<file path="src/rtl/fp_pkg.sv">
// Shared constants and helpers for the parametrizable FP datapath.
// Packed float width, position width of the leading-one detector, E4M3 format test.
// Combinational helpers only; no storage.
package fp_pkg;

  // Packed float width: sign + exponent + stored mantissa.
  function automatic int fp_fw(input int exp_w, input int man_w);
    return exp_w + man_w + 1;
  endfunction

  // Width of an index into an n-bit vector.
  function automatic int fp_pos_w(input int n);
    return $clog2(n);
  endfunction

  // E4M3 has no infinity and a single NaN mantissa pattern per sign.
  function automatic bit is_e4m3(input int exp_w, input int man_w);
    return (exp_w == 4) && (man_w == 3);
  endfunction

endpackage

</file>
<file path="src/rtl/is_special_float.sv">
// Classifies one packed float as zero, infinity, quiet NaN or signaling NaN.
// Latency 0 (purely combinational).
// No flow control; outputs follow float_in.
module is_special_float
  import fp_pkg::*;
#(
  parameter int EXPONENT_WIDTH = 8,
  parameter int MANTISSA_WIDTH = 23,
  localparam int FW = fp_fw(EXPONENT_WIDTH, MANTISSA_WIDTH)
) (
  input  logic [FW-1:0] float_in,
  output logic          is_zero,
  output logic          is_infinite,
  output logic          is_quiet_nan,
  output logic          is_signaling_nan
);

  logic [EXPONENT_WIDTH-1:0] w_exp;
  logic [MANTISSA_WIDTH-1:0] w_man;
  logic                      w_exp_all1;
  logic                      w_man_zero;
  // Sign never affects the class; kept named so the whole operand is visibly consumed.
  logic                      w_unused_sign;

  assign w_exp         = float_in[FW-2 -: EXPONENT_WIDTH];
  assign w_man         = float_in[MANTISSA_WIDTH-1:0];
  assign w_unused_sign = float_in[FW-1];
  assign w_exp_all1    = &w_exp;
  assign w_man_zero    = (w_man == '0);

  // Denormals (exp==0, man!=0) are deliberately not zero.
  assign is_zero = (w_exp == '0) && w_man_zero;

  generate
    if (is_e4m3(EXPONENT_WIDTH, MANTISSA_WIDTH)) begin : g_e4m3
      // Only S.1111.111 is NaN; other all-ones-exponent codes are ordinary normals.
      assign is_infinite      = 1'b0;
      assign is_quiet_nan     = w_exp_all1 && (&w_man);
      assign is_signaling_nan = 1'b0;
    end else begin : g_ieee
      // Mantissa MSB separates quiet from signaling NaN.
      assign is_infinite      = w_exp_all1 && w_man_zero;
      assign is_quiet_nan     = w_exp_all1 && w_man[MANTISSA_WIDTH-1];
      assign is_signaling_nan = w_exp_all1 && !w_man[MANTISSA_WIDTH-1] && !w_man_zero;
    end
  endgenerate

endmodule

</file>
<file path="src/rtl/leading_one_detector.sv">
// Priority encoder: index of the most significant set bit of lod_in.
// Latency 0 (purely combinational).
// No flow control; position is 0 when lod_in is 0, qualify with has_leading_one.
module leading_one_detector
  import fp_pkg::*;
#(
  parameter int LOD_WIDTH = 28,
  localparam int PW = fp_pos_w(LOD_WIDTH)
) (
  input  logic [LOD_WIDTH-1:0] lod_in,
  output logic [PW-1:0]        position,
  output logic                 has_leading_one
);

  assign has_leading_one = |lod_in;

  // Scan LSB to MSB so the highest set bit is the last one written.
  always_comb begin
    position = '0;
    for (int i = 0; i < LOD_WIDTH; i++) begin
      if (lod_in[i]) position = PW'(i);
    end
  end

endmodule

</file>
<file path="src/rtl/float_special_lod_unit.sv">
// Registered float classification plus leading-one detection on an independent vector.
// Latency 1 cycle; out_valid mirrors in_valid, data registers load only on in_valid.
// No backpressure: a new operand may be accepted every cycle.
module float_special_lod_unit
  import fp_pkg::*;
#(
  parameter int EXPONENT_WIDTH = 8,
  parameter int MANTISSA_WIDTH = 23,
  parameter int LOD_WIDTH      = MANTISSA_WIDTH + 2 + 3,
  localparam int FW = fp_fw(EXPONENT_WIDTH, MANTISSA_WIDTH),
  localparam int PW = fp_pos_w(LOD_WIDTH)
) (
  input  logic                 clk,
  input  logic                 rst,
  input  logic                 in_valid,
  input  logic [FW-1:0]        float_in,
  input  logic [LOD_WIDTH-1:0] lod_in,
  output logic                 out_valid,
  output logic                 is_zero,
  output logic                 is_infinite,
  output logic                 is_quiet_nan,
  output logic                 is_signaling_nan,
  output logic [PW-1:0]        position,
  output logic                 has_leading_one
);

  logic          w_zero;
  logic          w_inf;
  logic          w_qnan;
  logic          w_snan;
  logic [PW-1:0] w_pos;
  logic          w_has_one;

  logic          r_valid;
  logic          r_zero;
  logic          r_inf;
  logic          r_qnan;
  logic          r_snan;
  logic [PW-1:0] r_pos;
  logic          r_has_one;

  is_special_float #(
    .EXPONENT_WIDTH(EXPONENT_WIDTH),
    .MANTISSA_WIDTH(MANTISSA_WIDTH)
  ) u_classify (
    .float_in        (float_in),
    .is_zero         (w_zero),
    .is_infinite     (w_inf),
    .is_quiet_nan    (w_qnan),
    .is_signaling_nan(w_snan)
  );

  leading_one_detector #(
    .LOD_WIDTH(LOD_WIDTH)
  ) u_lod (
    .lod_in         (lod_in),
    .position       (w_pos),
    .has_leading_one(w_has_one)
  );

  // Valid tracks the input every cycle; data holds the last accepted operand.
  always_ff @(posedge clk or posedge rst) begin
    if (rst) begin
      r_valid   <= 1'b0;
      r_zero    <= 1'b0;
      r_inf     <= 1'b0;
      r_qnan    <= 1'b0;
      r_snan    <= 1'b0;
      r_pos     <= '0;
      r_has_one <= 1'b0;
    end else begin
      r_valid <= in_valid;
      if (in_valid) begin
        r_zero    <= w_zero;
        r_inf     <= w_inf;
        r_qnan    <= w_qnan;
        r_snan    <= w_snan;
        r_pos     <= w_pos;
        r_has_one <= w_has_one;
      end
    end
  end

  assign out_valid        = r_valid;
  assign is_zero          = r_zero;
  assign is_infinite      = r_inf;
  assign is_quiet_nan     = r_qnan;
  assign is_signaling_nan = r_snan;
  assign position         = r_pos;
  assign has_leading_one  = r_has_one;

endmodule

</file>
<file path="config.mk">
export PLATFORM = sky130hd
export DESIGN_NAME = float_special_lod_unit
export DESIGN_NICKNAME = d
export VERILOG_FILES = /design/src/rtl/fp_pkg.sv /design/src/rtl/is_special_float.sv /design/src/rtl/leading_one_detector.sv /design/src/rtl/float_special_lod_unit.sv
export SDC_FILE = /design/constraint.sdc
export NUM_CORES = 1
export LEC_CHECK = 0
export ABC_AREA = 1
export CAP_MARGIN = 20
export CORE_UTILIZATION = 29
export CTS_CLUSTER_DIAMETER = 200
export CTS_CLUSTER_SIZE = 28
export DETAILED_ROUTE_END_ITERATION = 8
export GPL_ROUTABILITY_DRIVEN = 0
export PLACE_DENSITY = 0.77
export SYNTH_ARGS = -nofsm -noshare
export SYNTH_HDL_FRONTEND = slang
export SYNTH_SLANG_ARGS = --single-unit
</file>
<file path="constraint.sdc">
create_clock -name clk -period 0.8 [get_ports clk]
set_clock_uncertainty 0.1 [all_clocks]
set_input_delay 0.16 -clock clk [delete_from_list [all_inputs] [get_ports clk]]
set_output_delay 0.16 -clock clk [all_outputs]
set_load 0.02 [all_outputs]
</file>
==> results.txt, run 1 <==
- In this run the number of H-tree levels came out at 1.
* Failing checks: DRC, setup timing
- Leading cell type in the layout, fill and taps excluded: sky130_fd_sc_hd__buf_6
- Of the post-synthesis cell area, the dominant cell type holds 0.315.
- I/O Pins: 74
* Largest cells by area after synthesis: sky130_fd_sc_hd__dfrtp_1 32%, sky130_fd_sc_hd__nand2_1 16%, sky130_fd_sc_hd__inv_1 9.5%
- Max-cap violations in this run came to 0.
* Worst hold slack: approximately 0.053 ns
* Part of the power in the clock network: 0.229
- Synth Cell Area: between 800 and 900 um^2
- Post-Route WL: around 4600 um
- The filler cells instantiated in the layout total between 150 and 200.
- Effective utilization at floorplan: 0.311
- Total routing resource utilization after global routing: 0.250
- Via count of the first global-routing pass: roughly 1,500
* TritonCTS clock tree: built
- After detailed routing, the number of remaining DRC violations is 6.
- Summed over all failing endpoints, the final setup total negative slack is -7.05 ns.
- The final route contains around 1,400 vias.
* Initial antenna violation count: 0
- Count of distinct cell types in the synthesized netlist: 17
- At the worst endpoint, the arrival time is between 1.5 and 2 ns.
- Commonest non-fill, non-tap cells in the layout: 32 x sky130_fd_sc_hd__buf_6, 31 x sky130_fd_sc_hd__nand2_1, 29 x sky130_fd_sc_hd__buf_4, 16 x sky130_fd_sc_hd__inv_1, 12 x sky130_fd_sc_hd__buf_2
- Final critical delay including setup and external delays: between 1.5 and 2 ns
- The pre-antenna-repair detailed-routing pass consisted of 6 iterations.
* Syn_nets: around 200
* Power per cell area: ~800 nW/um^2
- Worst rel slew slack: 0.738
- The wire-length estimate of the detail-placed layout is around 2800 um.
* Worst skew pair latency: roughly 0.27 ns
- The flow ran to the end, but the final reports show violations.
- Leakage power summed over all cells: around 1.2 nW
* Hold violation count in the final report: 0
* Max Root-Sink Buffers: 2
- Number of vias per cell: ~5.2
* Port Buffers: 72
- Clock-pin slew was measured on the worst setup and hold paths at 0.08 ns.
* Maximum number of pins on one net before global-route repair: 7
* Synthesized area per cell: 6.62 um^2
- sky130_fd_sc_hd__dfrtp_1 takes more of the synthesized area than any other cell.
* Path depth of the worst reg2reg path: 4
- The floorplan step defined a die boundary enclosing around 3200 um^2.
* Num CTS Buffers: 3
- Of the total power, combinational logic draws 0.434.
- STA classifies the critical path startpoint as an input pin.
- Max Fclk: about 0.61 GHz
* Worst-path maximum fanout: 2
* Overall die width: around 57 um
- Across the VDD grid, the largest voltage drop is approximately 0.00042 V.
- In the finished design, the share of the clock period the worst path needs comes to 2.04.
- Excluding fillers, the count of instances in the completed layout stands at 280.
* Worst endpoint required time: around 0.9 ns
* Switching Fraction: 0.313
* Total congestion overflow: 0
- Clk root buf: sky130_fd_sc_hd__clkbuf_4
- Number of nets still failing antenna checks after routing: 0
* Layout net count: about 310
- First-pass GRT wire length: 6220 um
* Die H: approximately 57 um
- The worst setup path is captured at a flop.
- Synthesized netlist cell count: between 100 and 150
- Final setup violating endpoints: 21
- The repair_antennas step left the layout with diodes totalling 0.
* Sequential standard cell area: between 200 and 300 um^2
* Worst Tran Pin Value: ~0.4 ns
- Pins Over Slew Limit: 0
* Wire length per cell: about 17 um
- #FFs+latches synth: 11
* Clock tree sinks: 11
* Area of the multi-input gates: ~630 um^2
- For this design the total switching power over the nets is 0.541 mW.
* Worst setup path class: in2reg
- The worst hold path was traced through 4 stages.
- Setup repair after global routing could not meet its margin everywhere.
- The detailed router finished its first iteration with 80 violations.
- Sequential share of the synthesized area: 0.315
* Number of core rows: 19
- Number of placed instances, taps included: about 270
- Yosys printed 0 warnings.
* Area of the core: ~2800 um^2
* Share of cells above drive strength 1: 0.546
* P&R area growth vs syn: 148%
* Internal: approximately 1.2 mW
- Of the total power, registers draw 0.337.
- The worst hold path belongs to the class in2reg.
* Crit path setup slack, layout: -0.835 ns
## per-stage QoR
stage          power, mW  instance area [um^2]   util  setup WS, ns
6_report            1.73                  2160  0.771        -0.835
2_1_floorplan      0.786                   942      -        -0.703
4_1_cts             1.68                  2050  0.730        -0.707
3_3_place_gp        1.26                  1930  0.687         -1.32
5_1_grt             1.81                  2160  0.771         -1.05
3_5_place_dp        1.29                  1930  0.687         -1.39
## worst paths after layout
check,startpoint,end,slack [ns]
hold reg to reg,position[0],position[0],0.46
max in group asynchronous,rst,out_valid,0.37
setup reg to reg,has_leading_one,has_leading_one,-0.21
min in group asynchronous,rst,position[0],0.10
hold / removal,in_valid,is_quiet_nan,0.05
setup / recovery,lod_in[2],position[0],-0.84
## metal layers
metal  wire [um]  part of all wire  vias to the layer above  GRT usage
li1            -                 -                      663          -
met1        1450              0.31                      681      0.226
met2        2740              0.59                       88      0.526
met3         246             0.053                       17     0.0461
met4         187             0.040                        0      0.105
met5           0                 0                        -          0
## worst max-delay path: stages
cell,delay (ns)
sky130_fd_sc_hd__buf_6,0.10
sky130_fd_sc_hd__inv_4,0.04
sky130_fd_sc_hd__nand2_2,0.04
sky130_fd_sc_hd__nand2_2,0.05
sky130_fd_sc_hd__nand2_2,0.05
sky130_fd_sc_hd__nand2_1,0.05
sky130_fd_sc_hd__nand2_1,0.05
sky130_fd_sc_hd__nand2_1,0.06
sky130_fd_sc_hd__nand2_1,0.05
sky130_fd_sc_hd__nand2_1,0.06
sky130_fd_sc_hd__nand2_1,0.05
sky130_fd_sc_hd__nand2_1,0.05
sky130_fd_sc_hd__nand2_1,0.05
sky130_fd_sc_hd__nand2_1,0.08
sky130_fd_sc_hd__nand2_1,0.05
sky130_fd_sc_hd__nand2_1,0.08
sky130_fd_sc_hd__nand2_1,0.05
sky130_fd_sc_hd__nand2_1,0.07
sky130_fd_sc_hd__nand2_1,0.05
sky130_fd_sc_hd__nand2_1,0.05
sky130_fd_sc_hd__nand2_1,0.05
sky130_fd_sc_hd__nand2_1,0.05
sky130_fd_sc_hd__nand2_1,0.05
sky130_fd_sc_hd__nand2_1,0.07
sky130_fd_sc_hd__nand2_1,0.04
sky130_fd_sc_hd__nand2_1,0.05
sky130_fd_sc_hd__nand2_1,0.05
sky130_fd_sc_hd__a21oi_2,0.10
## registers in the layout, summed over array words and instances, names as in the netlist
name	count
out_valid	1
position	5
is_infinite	1
has_leading_one	1
is_zero	1
is_signaling_nan	1
is_quiet_nan	1
## power by group through the flow
stage	sequential (mW)	combinational (mW)	clock, mW
finish	0.583	0.751	0.396
global route	0.584	0.798	0.428
CTS	0.582	0.691	0.402
detailed placement	0.589	0.698	0
global placement	0.589	0.674	0
floorplan	0.608	0.178	0
## timing repair
action	4_1_cts	5_1_grt
endpoints found under the hold margin	0	0
hold buffers	0	0
pin swaps	36	38
setup buffers	10	5
gates resized for setup	199	60
endpoints found under the setup margin	21	21
## kinds of logic after synthesis
| kind of cell | Yosys count | share of synthesized area |
|---|---|---|
| buffers and inverters | 33 | 0.205 |
| AND/OR/NAND/NOR | 78 | 0.410 |
| flip-flops | 11 | 0.315 |
| AO/OA/AOI/OAI | 10 | 0.0702 |
## final cells by class
class                   count  area share
repair buffers            113       0.467
multi-input cells          88       0.291
flip-flops and latches     11       0.127
inverters                  33      0.0845
well taps                  31      0.0179
clock buffers               4      0.0122
## cells in the mapped netlist
cell type	count
sky130_fd_sc_hd__nand2_1	37
sky130_fd_sc_hd__inv_1	22
sky130_fd_sc_hd__nand3_1	13
sky130_fd_sc_hd__nor4_1	12
sky130_fd_sc_hd__dfrtp_1	11
sky130_fd_sc_hd__nor2_1	9
sky130_fd_sc_hd__inv_2	7
sky130_fd_sc_hd__bufinv_8	4
sky130_fd_sc_hd__nand4_1	4
sky130_fd_sc_hd__o21ai_1	4
sky130_fd_sc_hd__a21oi_1	2
sky130_fd_sc_hd__and2_0	2
sky130_fd_sc_hd__a21oi_2	1
sky130_fd_sc_hd__a31oi_1	1
sky130_fd_sc_hd__a41oi_1	1
sky130_fd_sc_hd__o31ai_1	1
sky130_fd_sc_hd__or4_1	1
Note: power is estimated with default switching activity, not from simulation.
==> inputs of run 2 (changes only) <==
- SKIP_LAST_GASP: default -> 1
==> run 2 against run 1 <==
  * The run still ends with DRC, setup timing left
  * Clock power about the same
  * Via count down 0.62%
  * Count of clock-buffer cells in the layout unchanged
  * Setup slack better by 0.021 ns
  * Cell count did not move
  * Die area stayed put
  * Combinational power is 1% lower
  * Sequential cell count is the same
  * Critical path type unchanged
  * Highest routed layer unchanged
==> results.txt, run 2 (synthesis results as in run 1) <==
- Outcome: complete, but fails checks (unchanged)
- Failing checks: DRC, setup timing (unchanged)
* TritonCTS clock tree: built (unchanged)
- Number of buffer and inverter instances along the worst setup path: 2 (unchanged)
* Startpoint type of the worst setup path: input pin (unchanged)
- The largest stage delay on the critical path is 0.10 ns (about the same).
- The via-per-instance ratio came to 5.14 (was 5.18).
- The fraction of final layout cells with drive strength greater than 1 came to 0.546 (unchanged).
* First-pass GRT wire length: 6220 um (about the same)
* Commonest non-fill, non-tap cells in the layout: 31 x sky130_fd_sc_hd__nand2_1, 31 x sky130_fd_sc_hd__buf_6, 29 x sky130_fd_sc_hd__buf_4, 16 x sky130_fd_sc_hd__inv_1, 12 x sky130_fd_sc_hd__buf_2 (was 32 x sky130_fd_sc_hd__buf_6, 31 x sky130_fd_sc_hd__nand2_1, 29 x sky130_fd_sc_hd__buf_4, 16 x sky130_fd_sc_hd__inv_1, 12 x sky130_fd_sc_hd__buf_2)
- Part of the power in the clock network: 0.230 (was 0.229)
- Total congestion overflow: 0 (unchanged)
- The clock latency of the later-clocked register in the worst-skew pair came to 0.27 ns (about the same).
- The clock slew seen by the registers of the worst setup and hold paths is 0.08 ns (about the same).
- The mean routed wirelength per cell was 16.3 um (was 16.5 um).
- The tightest slew margin relative to the limit is 0.738 (about the same).
- Pins Over Slew Limit: 0 (unchanged)
- The measured slew at the worst slew-check pin was 0.389 ns (was 0.390 ns).
* Part of the power in registers: 0.338 (was 0.337)
- Worst hold slack: 0.0506 ns (was 0.0526 ns)
- The total global-route track usage is 0.250 (unchanged).
* H-tree lvl count: 1 (unchanged)
- Clock tree sinks: 11 (unchanged)
- The layout net count is 313 (unchanged).
* Largest delay share family, worst path: simple AND/OR/NAND/NOR gates (unchanged)
- Effective utilization at floorplan: 0.311 (unchanged)
- Max Fclk: 0.619 GHz (was 0.611 GHz)
- Arrival time of the worst setup path: 1.72 ns (was 1.74 ns)
- Unrepaired setup endpoints after global routing: true (unchanged).
- The switching part of the total power is 0.311 (was 0.313).
- Most common cell on crit path: sky130_fd_sc_hd__nand2_1 (unchanged)
* Leakage power summed over all cells: 1.15 nW (about the same)
- The via count of the first global-routing pass came to 1,482 (was 1,480).
- The least setup slack across all paths after layout was -0.815 ns (was -0.835 ns).
- The area of the die was 3230 um^2 (unchanged).
- The number of flip-flops in the largest register is 5 (unchanged).
- P&R area growth vs syn: 147% (was 148%)
- Overall die width: 56.9 um (unchanged)
- Via count: 1,440 (was 1,449)
* Internal: 1.19 mW (about the same)
- The power density of the placed cells is 799 nW/um^2 (was 800 nW/um^2).
- Initial antenna violation count: 0 (unchanged)
- Hold violation count in the final report: 0 (unchanged)
- Die H: 56.9 um (unchanged)
- Number of nets still failing antenna checks after routing: 0 (unchanged)
- The number of buffers created by CTS was 3 (unchanged).
- Post-Route WL: 4560 um (was 4620 um)
- The remaining design rule violation count came to 6 (unchanged).
- The net switching power is 0.537 mW (was 0.541 mW).
* Ratio of final minimum period to clock period: 2.02 (was 2.04)
- Clk root buf: sky130_fd_sc_hd__clkbuf_4 (unchanged)
* Placement-stage worst setup slack: -1.39 ns (unchanged)
- The number of cells after detailed placement came to 265 (unchanged).
* Number of core rows: 19 (unchanged)
- Worst-path maximum fanout: 2 (unchanged)
- The maximum buffer depth of the clock tree is 2 (unchanged).
- The portion of total power attributed to combinational logic is 0.431 (was 0.434).
- The critical path data required time came to 0.91 ns (about the same).
- Fill cell instance count of the final layout: 195 (unchanged)
- Worst setup path class: in2reg (unchanged)
- Element type at the critical path end: flop (unchanged)
- Area of the core: 2810 um^2 (unchanged)
* Worst VDD drop: 0.000417 V (about the same)
- Number of diodes: 0 (unchanged)
- Number of DRC markers after the initial detailed-route iteration: 81 (was 80)
- The slowest library cell on the worst path is sky130_fd_sc_hd__buf_6 (unchanged).
- The final critical-path required period came to 1.61 ns (was 1.64 ns).
* Drt first pass iters: 6 (unchanged)
* Total negative slack: -7.05 ns (about the same)
- Path category of the worst min-delay check: in2reg (unchanged)
* Final Instance Count excl. Fillers: 280 (unchanged)
- The largest net degree at the start of global routing is 7 (unchanged).
* Port Buffers: 72 (unchanged)
- I/O Pins: 74 (unchanged)
- The max capacitance violation total came to 0 (unchanged).
- Final HPWL from detailed placement: 2770 um (unchanged)
* Final setup violating endpoints: 21 (unchanged)
==> run 2: tightest hold or removal path, stage by stage <==
cell and delay [ns]:
sky130_fd_sc_hd__buf_6 0.08, sky130_fd_sc_hd__inv_2 0.06, sky130_fd_sc_hd__nand2_2 0.06, sky130_fd_sc_hd__o21ai_2 0.04
==> run 2: final cells by class <==
cell class | count | area [um^2] | area share
well taps | 31 | 38.8 | 0.0180
repair buffers | 113 | 1010 | 0.468
flip-flops and latches | 11 | 275 | 0.128
clock buffers | 4 | 26.3 | 0.0122
multi-input cells | 88 | 624 | 0.289
inverters | 33 | 183 | 0.0847
==> run 2: final timing paths <==
| check | start | to | slack [ns] | depth (start not counted) |
|---|---|---|---|---|
| setup reg to reg | has_leading_one | has_leading_one | -0.22 | 4 |
| min in group asynchronous | rst | position[1] | 0.10 | 3 |
| max in group asynchronous | rst | position[2] | 0.37 | 3 |
| hold reg to reg | position[0] | position[0] | 0.45 | 2 |
| hold / removal | in_valid | is_quiet_nan | 0.05 | 4 |
| setup / recovery | lod_in[2] | position[0] | -0.81 | 28 |
==> run 2: what timing repair did <==
item                       CTS  global route
setup endpoints to repair   21            21
hold buffers                 0             0
setup buffers               10             5
cloned                       0             0
pin swaps                   36            38
resized for setup          197            58
==> run 2: per-stage QoR <==
stage / util / total power, mW / area [um^2]
after CTS: 0.728 / 1.67 / 2040
after global placement: 0.687 / 1.26 / 1930
after detailed placement: 0.687 / 1.29 / 1930
after global routing: 0.769 / 1.81 / 2160
final: 0.769 / 1.72 / 2160
after floorplan: - / 0.786 / 942
==> run 2: routing by layer <==
metal  track usage  vias up  wire, um
li1              -      663         -
met1         0.226      679      1450
met2         0.526       74      2690
met3        0.0461       24       207
met4         0.105        0       210
met5             0        -         0
==> run 2: power groups by stage <==
stage | sequential, mW | clock (mW) | combinational, mW
3_3_place_gp | 0.589 | 0 | 0.674
2_1_floorplan | 0.608 | 0 | 0.178
3_5_place_dp | 0.589 | 0 | 0.698
4_1_cts | 0.582 | 0.402 | 0.688
6_report | 0.583 | 0.397 | 0.743
5_1_grt | 0.584 | 0.428 | 0.793
